<file path="src/rtl/store_buffer_pkg.sv">
// Shared size encodings, FIFO entry type and lane-mask helper for the store buffer.
// Entry fields are sized for the widest supported configuration; narrower builds use the low bits.
package store_buffer_pkg;

  localparam logic [1:0] SZ_BYTE  = 2'd0;
  localparam logic [1:0] SZ_HALF  = 2'd1;
  localparam logic [1:0] SZ_WORD  = 2'd2;
  localparam logic [1:0] SZ_DWORD = 2'd3;

  localparam int unsigned MAX_ADDR_W = 64;
  localparam int unsigned MAX_DATA_W = 64;
  localparam int unsigned MAX_NB     = MAX_DATA_W / 8;

  typedef struct packed {
    logic [MAX_ADDR_W-1:0] addr;
    logic [MAX_DATA_W-1:0] wdata;
    logic [MAX_NB-1:0]     byteen;
  } sb_entry_t;

  // Byte-lane enables for an access of 1<<size bytes starting at lane offset.
  function automatic logic [MAX_NB-1:0] lane_mask(input logic [1:0] size,
                                                  input logic [2:0] offset);
    logic [MAX_NB-1:0] ones;
    case (size)
      SZ_BYTE: ones = 8'h01;
      SZ_HALF: ones = 8'h03;
      SZ_WORD: ones = 8'h0F;
      default: ones = 8'hFF;
    endcase
    return ones << offset;
  endfunction

endpackage

</file>
<file path="src/rtl/store_lane_align.sv">
// Combinational store aligner: byte enables, lane-aligned data and the reject flag
// (misaligned offset or a size wider than the data port).
module store_lane_align
  import store_buffer_pkg::*;
#(
  parameter int unsigned DATA_W = 32,
  localparam int unsigned NB    = DATA_W / 8,
  localparam int unsigned OFS_W = $clog2(NB)
) (
  input  logic [1:0]        size,
  input  logic [OFS_W-1:0]  offset,
  input  logic [DATA_W-1:0] wdata,
  output logic [NB-1:0]     byteen,
  output logic [DATA_W-1:0] wdata_aligned,
  output logic              bad
);

  logic [2:0]        ofs_ext;
  logic [MAX_NB-1:0] mask_full;
  logic [DATA_W-1:0] lane_bits;
  logic [DATA_W-1:0] shifted;
  logic              misaligned;
  logic              illegal;
  logic              unused_mask_bits;

  assign ofs_ext   = 3'(offset);
  assign mask_full = lane_mask(size, ofs_ext);
  assign byteen    = mask_full[NB-1:0];
  assign unused_mask_bits = ^mask_full;

  always_comb begin
    misaligned = 1'b0;
    case (size)
      SZ_BYTE: misaligned = 1'b0;
      SZ_HALF: misaligned = ofs_ext[0];
      SZ_WORD: misaligned = |ofs_ext[1:0];
      default: misaligned = |ofs_ext;
    endcase
  end

  assign illegal = (size == SZ_DWORD) && (NB < 8);
  assign bad     = misaligned | illegal;

  // Shift first, then clear every lane outside the enable mask; this also drops
  // data bits above the access size.
  assign shifted = wdata << {offset, 3'b000};

  always_comb begin
    lane_bits = '0;
    for (int i = 0; i < NB; i++) begin
      lane_bits[i*8 +: 8] = {8{byteen[i]}};
    end
  end

  assign wdata_aligned = shifted & lane_bits;

endmodule

</file>
<file path="src/rtl/store_buffer.sv">
// Store buffer: aligns MEM-stage stores and queues them in a DEPTH-entry FIFO drained by
// valid/ready. Optional tail merging of same-word stores is enabled by STORE_MERGE_EN.
module store_buffer
  import store_buffer_pkg::*;
#(
  parameter int unsigned DATA_W = 32,
  parameter int unsigned ADDR_W = 32,
  parameter int unsigned DEPTH  = 4,
  localparam int unsigned NB    = DATA_W / 8,
  localparam int unsigned OFS_W = $clog2(NB),
  localparam int unsigned PTR_W = $clog2(DEPTH),
  localparam int unsigned CNT_W = PTR_W + 1
) (
  input  logic              clk,
  input  logic              reset,
  input  logic              st_valid,
  output logic              st_ready,
  input  logic [1:0]        st_size,
  input  logic [ADDR_W-1:0] st_addr,
  input  logic [DATA_W-1:0] st_wdata,
  output logic              st_exc,
  output logic              m_valid,
  input  logic              m_ready,
  output logic [ADDR_W-1:0] m_addr,
  output logic [DATA_W-1:0] m_wdata,
  output logic [NB-1:0]     m_byteen,
  output logic [CNT_W-1:0]  count,
  output logic              empty,
  output logic              full
);

  sb_entry_t         mem_q [DEPTH];
  logic [PTR_W-1:0]  wr_ptr_q, rd_ptr_q;
  logic [CNT_W-1:0]  count_q, count_d;
  logic              exc_q;

  logic [NB-1:0]     new_byteen;
  logic [DATA_W-1:0] new_wdata;
  logic [ADDR_W-1:0] new_addr;
  logic              bad;
  sb_entry_t         new_entry;
  sb_entry_t         head_entry;
  logic              accept, push, pop, reject, merge_hit;
  logic              unused_head_bits;

  store_lane_align #(
    .DATA_W (DATA_W)
  ) u_align (
    .size          (st_size),
    .offset        (st_addr[OFS_W-1:0]),
    .wdata         (st_wdata),
    .byteen        (new_byteen),
    .wdata_aligned (new_wdata),
    .bad           (bad)
  );

  assign new_addr = {st_addr[ADDR_W-1:OFS_W], {OFS_W{1'b0}}};

  always_comb begin
    new_entry                     = '0;
    new_entry.addr[ADDR_W-1:0]    = new_addr;
    new_entry.wdata[DATA_W-1:0]   = new_wdata;
    new_entry.byteen[NB-1:0]      = new_byteen;
  end

  assign empty    = (count_q == '0);
  assign full     = (count_q == CNT_W'(DEPTH));
  assign accept   = st_valid && st_ready;
  assign reject   = accept && bad;
  assign push     = accept && !bad && !merge_hit;
  assign pop      = m_valid && m_ready;

`ifdef STORE_MERGE_EN
  logic [PTR_W-1:0]      tail_ptr;
  sb_entry_t             tail_entry;
  sb_entry_t             merged_entry;
  logic [MAX_DATA_W-1:0] new_lane_bits;
  logic                  unused_tail_bits;

  assign tail_ptr   = wr_ptr_q - PTR_W'(1);
  assign tail_entry = mem_q[tail_ptr];
  assign unused_tail_bits = ^tail_entry;

  // count >= 2 keeps the head (the entry on m_*) out of reach of a merge.
  assign merge_hit = st_valid && !bad && (count_q >= CNT_W'(2)) &&
                     (tail_entry.addr[ADDR_W-1:0] == new_addr);

  always_comb begin
    new_lane_bits = '0;
    for (int i = 0; i < MAX_NB; i++) begin
      new_lane_bits[i*8 +: 8] = {8{new_entry.byteen[i]}};
    end
    merged_entry        = tail_entry;
    merged_entry.byteen = tail_entry.byteen | new_entry.byteen;
    merged_entry.wdata  = (tail_entry.wdata & ~new_lane_bits) | new_entry.wdata;
  end

  assign st_ready = !full || merge_hit;
`else
  assign merge_hit = 1'b0;
  assign st_ready  = !full;
`endif

  always_ff @(posedge clk or posedge reset) begin
    if (reset) begin
      for (int i = 0; i < DEPTH; i++) begin
        mem_q[i] <= '0;
      end
    end else begin
      if (push) begin
        mem_q[wr_ptr_q] <= new_entry;
      end
`ifdef STORE_MERGE_EN
      if (merge_hit) begin
        mem_q[tail_ptr] <= merged_entry;
      end
`endif
    end
  end

  always_comb begin
    count_d = count_q;
    case ({push, pop})
      2'b10:   count_d = count_q + CNT_W'(1);
      2'b01:   count_d = count_q - CNT_W'(1);
      default: count_d = count_q;
    endcase
  end

  always_ff @(posedge clk or posedge reset) begin
    if (reset) begin
      wr_ptr_q <= '0;
      rd_ptr_q <= '0;
      count_q  <= '0;
      exc_q    <= 1'b0;
    end else begin
      if (push) begin
        wr_ptr_q <= wr_ptr_q + PTR_W'(1);
      end
      if (pop) begin
        rd_ptr_q <= rd_ptr_q + PTR_W'(1);
      end
      count_q <= count_d;
      exc_q   <= reject;
    end
  end

  assign head_entry       = mem_q[rd_ptr_q];
  assign unused_head_bits = ^head_entry;

  assign m_valid  = !empty;
  assign m_addr   = head_entry.addr[ADDR_W-1:0];
  assign m_wdata  = head_entry.wdata[DATA_W-1:0];
  assign m_byteen = head_entry.byteen[NB-1:0];
  assign st_exc   = exc_q;
  assign count    = count_q;

endmodule

</file>
<file path="config.mk">
export PLATFORM = sky130hd
export DESIGN_NAME = store_buffer
export DESIGN_NICKNAME = d
export VERILOG_FILES = /design/src/rtl/store_buffer_pkg.sv /design/src/rtl/store_lane_align.sv /design/src/rtl/store_buffer.sv
export SDC_FILE = /design/constraint.sdc
export NUM_CORES = 1
export LEC_CHECK = 0
export ABC_AREA = 1
export CAP_MARGIN = 20
export CELL_PAD_IN_SITES_DETAIL_PLACEMENT = 2
export CELL_PAD_IN_SITES_GLOBAL_PLACEMENT = 2
export CORE_MARGIN = 1
export CORE_UTILIZATION = 36
export CTS_CLUSTER_SIZE = 24
export DETAILED_ROUTE_END_ITERATION = 6
export GPL_TIMING_DRIVEN = 1
export PLACE_DENSITY = 0.87
export REMOVE_ABC_BUFFERS = 1
export SLEW_MARGIN = 20
export SYNTH_ARGS = -nofsm -noshare
export SYNTH_HDL_FRONTEND = slang
export SYNTH_HIERARCHICAL = 1
export SYNTH_SLANG_ARGS = --single-unit
export TNS_END_PERCENT = 10
</file>
<file path="constraint.sdc">
create_clock -name clk -period 15.6 [get_ports clk]
set_input_delay 3.12 -clock clk [delete_from_list [all_inputs] [get_ports clk]]
set_output_delay 3.12 -clock clk [all_outputs]
set_load 0.02 [all_outputs]
</file>
---- Word level (Yosys, flattened, before mapping) ----
Cells that the tools add are included.
storage, ports and cells
  register bits after elaboration ......... 552
  bits of input ports ..................... 70
  word-level logic and storage cells ...... 56
operators by class
  add/sub/neg operators ................... 4
  order comparisons ....................... 3
  equal/unequal tests ..................... 6
  shift operators ......................... 2
  muxes and demuxes ....................... 9
  bitwise operators ....................... 4
  reductions and logical operators ........ 12
operators with widths
  cell                                                                           count
  544-bit bitwise mux                                                            1
  136-bit binary-select mux with 2-bit select                                    1
  136-bit demux with 2-bit select                                                1
  104-bit two-way mux                                                            2
  136-bit two-way mux                                                            1
  32-bit AND                                                                     1
  32-bit by 5-bit left shift with 32-bit output                                  1
  8-bit case mux with 3 select lines                                             1
  8-bit by 2-bit left shift with 4-bit output                                    1
  2-bit equality test (second input constant)                                    3
  3-bit >= comparator (second input constant)                                    2
  2-bit inverter with 3-bit output                                               2
  3-bit case mux with 2 select lines                                             1
  1-bit logical AND                                                              5
  2-bit by 1-bit adder with 2-bit output (second input constant)                 2
  2-bit by 1-bit equality test with 1-bit output (second input constant)         2
  3-bit by 1-bit adder with 3-bit output (second input constant)                 1
  3-bit equality test (second input constant)                                    1
  1-bit zero test                                                                3
  3-bit zero test                                                                1
  3-bit by 1-bit less-than comparator with 1-bit output (second input constant)  1
  3-bit by 1-bit subtractor with 3-bit output (second input constant)            1
  2-bit zero test                                                                1
  1-bit case mux with 2 select lines                                             1
  3 further kinds                                                                3

---- Depth between registers and ports, before layout ----
  depth in word-level cells ............... 7
  depth in mapped cells ................... 13
  depth with buffers taken out ............ 10

---- Modules after synthesis ----
The synthesis kept the hierarchy.
by module, submodules not included
  module            instances  cells an instance  area each (um^2)
  store_buffer      1          1603               12964.9
  store_lane_align  1          178                855.8

---- Least setup slack after synthesis ----
No wires, ideal clock.
  path type ............................... input -> register
  start ................................... in st_addr[0]
  end ..................................... reg count_q[2], in the netlist count[2]
  arrival time ............................ 5.015 ns
  data required time ...................... 15.521 ns
  setup slack ............................. 10.506 ns
  stages on the path ...................... 13
  path buffers ............................ 3
  path through ............................ buf_6 -> buf_6 -> o21ai_0 -> o21ai_0 -> inv_2 -> clkbuf_1 -> nand2_1 -> ha_1 -> inv_1 -> fa_1 -> or2_2 -> nand2_1 -> xor2_1
between the ends
  cells in the longest elaborated chain, start to end .. 7
  elaborated cells on any way between the ends .. 9
  classes of those cells .................. 2 x eq/ne; 2 x mux; 1 x bitwise; 4 x reduce/logical
RTL lines
  element                                                                                       RTL line                                        source
  from (decl)                                                                                   store_buffer.sv:19                              input logic [ADDR_W-1:0] st_addr,
  2-bit OR reduction                                                                            store_lane_align.sv:36, store_lane_align.sv:37
  1-bit case mux with 2 select lines (*)                                                        store_lane_align.sv:33                          case (size)
  1-bit OR (*)                                                                                  store_lane_align.sv:42                          assign bad = misaligned | illegal;
  net bad                                                                                       store_buffer.sv:40                              logic bad;
  1-bit zero test (*)                                                                           store_buffer.sv:70                              assign push = accept && !bad && !merge_hit;
  1-bit logical AND (*)                                                                         store_buffer.sv:70
  2-bit by 1-bit equality test with 1-bit output / 2-bit equality test (equally long branches)  store_buffer.sv:123                             case ({push, pop})
  3-bit case mux with 2 select lines / 2-bit nonzero test (equally long branches)               --
  to (signal assigned)                                                                          store_buffer.sv:143                             count_q <= count_d;
  to (decl)                                                                                     store_buffer.sv:34                              logic [CNT_W-1:0] count_q, count_d;
Mark *: on every way through the listed nets, which the timed path passes. The rest lies on a longest branch.
A chain may end at the register's enable or synchronous reset.

---- Worst setup path in the final report ----
  start ................................... reg rd_ptr_q[0]
  end ..................................... out m_wdata[1]
between the ends
  cells in the longest elaborated chain, start to end .. 4
RTL lines
  element                                                 RTL line             source
  from (decl)                                             store_buffer.sv:33   logic [PTR_W-1:0] wr_ptr_q, rd_ptr_q;
  from (signal assigned)                                  store_buffer.sv:141  rd_ptr_q <= rd_ptr_q + PTR_W'(1);
  2-bit inverter with 3-bit output (not written as such)  store_buffer.sv:148  assign head_entry = mem_q[rd_ptr_q];
  136-bit binary-select mux with 2-bit select             store_buffer.sv:148
  104-bit two-way mux (not written as such) (2 in a row)  store_buffer.sv:148
  to (decl)                                               store_buffer.sv:25   output logic [DATA_W-1:0] m_wdata,
No other way between the ends. The select of a mux whose other input is x is not followed.

==> results.toml <==
[synth]
yosys_warnings = 6
synth.avg_cell_area_sq_um = 7.76
synth-seq-area-share = 0.492
yosys.area_share.simple = 0.340
synth.area.mux_share = 0
synth_cell_types = 30
synth_xor_area_frac = 0.00190
synthAdderAreaFrac = 0.00598
synth_compound_area_frac = 0.0901
synth_top_family_by_area = "simple AND/OR/NAND/NOR gates"
synth_cells = 1781
ys_seq_elements = 272
syn_area_sq_um = 13800

[clock_network]
clockRootBuffer = "clkbuf_16"
cts-resized-gates = 0
cts_sinks = 272
clk_pin_slew_ps = 60
insertion_delay_ps = 590
cts_tree = "done"
hold_buffers = 0
cts_setup_buffers = 0
clockBufferDepth = 3
cts.htree.levels = 1
numCtsBuffers = 31

[sta]
fmax_mhz = 136
slew_violations = 0
relSlewSlack = 0.228
hold_viol = 0
rsz0062_at_grt = "no"
setup_viol = 0
final.period_utilization = 0.473
min_period_ps = 7380
tns_ps = 0
max_slew.worst_pin.slew_ps = 1160
clock-skew-final_ps = 20.7

[route]
dr.first_iter.drc_count = 866
via_per_inst = 5.88
routed_wl_um = 55800
first_pass_iters = 4
route.detailed.drc = 0
antenna_left = 0
vias = 13800
post_drt_wl_per_cell_um = 23.8

[die]
start_util = 0.366
dieArea_sq_um = 39200
row_count = 71
core_area_sq_um = 37800
num_io_pins = 146
die_height_um = 198
die_x_um = 198

[final_layout]
drive_above_1_share = 0.0519
nets = 1888
synthToLayoutAreaGrowth_pct = 17.8
diodes = 0
filler_cell_count = 4254
multi_input_area_sq_um = 6090
final_util = 0.431
regArea_sq_um = 6810

[pwr]
internal_power_mw = 2.05
power.share.sequential = 0.331
powerDensity_nw_per_um2 = 232
swShare = 0.458
combPwrFrac = 0.485
clkPwrFrac = 0.185
ir_drop_mv = 0.162
p_leak_nw = 7.94
p_sw_mw = 1.73

[grt]
grt_max_degree = 168
grt_pass1_wl_um = 88400
antenna_found_initial = 0
grt_util_all_layers = 0.288
grt_pass1_vias = 15600
grt-ovfl-total = 0

[worst_setup_path]
crit_family = "buffers and inverters"
cp.depth = 5
slowest_stage = "buf_4"
r2r_cells = 6
path_buf_inv = 3
crit_required_ps = 12480
arrival_ps = 4260
cp-end-kind = "output port"
cp_max_fo = 90
worstSetupStartpointType = "register"
critPathKind = "register to output port"
crit_chain = "inv_4 -> buf_4 -> o21ai_0 -> o22ai_1 -> clkdlybuf4s50_1"
critPathMaxStageDelay_ps = 890

[job]
cap_viol_max_count = 0

[min_path]
hold_path.class = "register to register"
worstHoldPathCells = 2

[placed_design]
dpl.hpwl_um = 30500
portBuffers = 143
routabilityCongestion = 0.787

[run_status]
status = "completed"
cell type report:
type / count / share of cell area
flip-flops and latches: 272 / 0.418
multi-input cells: 1297 / 0.374
repair buffers: 166 / 0.100
clock buffers: 46 / 0.0548
well taps: 511 / 0.0393
inverters: 44 / 0.0117
clock inverters: 5 / 0.00200
sequential cells by signal, indices dropped and copies added (netlist names):
| name | count |
|---|---|
| count | 3 |
| mem_q | 264 |
| st_exc | 1 |
| wr_ptr_q | 2 |
| rd_ptr_q | 2 |
worst paths after layout:
check / start / slack (ps) / end
max in group asynchronous: reset / 11010 / rd_ptr_q[0]
hold reg to reg: mem_q[283] / 480 / mem_q[283]
setup / recovery: rd_ptr_q[0] / 8220 / m_wdata[1]
hold / removal: mem_q[283] / 480 / mem_q[283]
setup reg to reg: count[1] / 12670 / mem_q[34]
min in group asynchronous: reset / 3060 / mem_q[275]
power groups by stage:
stage | sequential (mW) | clock (mW) | combinational, mW
3_5_place_dp | 1.24 | 0 | 1.80
6_report | 1.25 | 0.697 | 1.83
3_3_place_gp | 1.22 | 0 | 1.74
4_1_cts | 1.24 | 0.709 | 1.84
2_1_floorplan | 1.20 | 0 | 1.01
5_1_grt | 1.28 | 0.732 | 1.97
cells in the mapped netlist:
cell | count | area (sq um)
o22ai_1 | 66 | 413
nand3_2 | 4 | 40.0
nand2_2 | 10 | 62.6
inv_8 | 1 | 11.3
buf_8 | 2 | 30.0
xnor2_1 | 1 | 8.76
nand4_1 | 268 | 1680
ha_1 | 5 | 62.6
o21ai_0 | 137 | 686
xor2_1 | 2 | 17.5
nand2_1 | 597 | 2240
o21a_1 | 1 | 7.51
nor2_2 | 1 | 6.26
clkinv_1 | 1 | 3.75
nor2_1 | 160 | 601
buf_4 | 2 | 15.0
fa_1 | 1 | 20.0
clkbuf_1 | 101 | 379
or2_2 | 1 | 6.26
nand3_1 | 14 | 70.1
buf_6 | 6 | 67.6
buf_2 | 57 | 285
o21ai_2 | 1 | 8.76
o21ai_1 | 8 | 40.0
conb_1 | 1 | 3.75
inv_2 | 2 | 7.51
a21oi_1 | 18 | 90.1
dfrtp_1 | 272 | 6810
inv_1 | 40 | 150
buf_1 | 1 | 3.75
routing by layer:
layer	track usage	part of all wire	up-vias
met5	0	0	-
met4	0.112	0.028	0
met3	0.0295	0.040	100
met2	0.500	0.50	365
met1	0.369	0.43	7203
li1	-	-	6106
through the flow:
stage	cells	hold WS (ps)	worst slack (ps)	area [sq um]	total power, mW
3_3_place_gp	2289	457	8790	15300	2.96
4_1_cts	2340	481	8250	16300	3.79
5_1_grt	2341	502	8100	16300	3.99
3_5_place_dp	2289	462	8540	15300	3.04
6_report	2341	481	8220	16300	3.77
2_1_floorplan	1613	444	1830	13000	2.21
cells in the final DEF (no fill, tap or decap), types with 3 or more instances in the layout:
master | Yosys | routed
nand2_1 | 597 | 597
dfrtp_1 | 272 | 270
nand4_1 | 268 | 268
nor2_1 | 160 | 160
clkdlybuf4s50_1 | 0 | 143
o21ai_0 | 137 | 137
o22ai_1 | 66 | 66
inv_1 | 40 | 38
clkbuf_16 | 0 | 31
buf_4 | 2 | 20
a21oi_1 | 18 | 17
nand3_1 | 14 | 14
nand2_2 | 10 | 10
clkbuf_1 | 101 | 9
o21ai_1 | 8 | 8
clkbuf_8 | 0 | 6
ha_2 | 0 | 4
nand3_2 | 4 | 4
inv_8 | 1 | 3
clkinv_2 | 0 | 3
worst min-delay path, cell delays in order (launching register included):
cell     delay, ps
dfrtp_1        340
nand2_1         50
nand2_1         60
cell families (layout without fill, tap and decap cells):
| logic type | Yosys count | in the layout |
|---|---|---|
| xor gates and xnor gates | 3 | 3 |
| AOI/OAI and AO/OA | 231 | 231 |
| other | 1 | 2 |
| adders and majority gates | 6 | 6 |
| DFF | 272 | 272 |
| and+or+nand+nor | 1055 | 1055 |
| buffers and inverters | 213 | 261 |
Note: power is estimated with default switching activity, not from simulation.
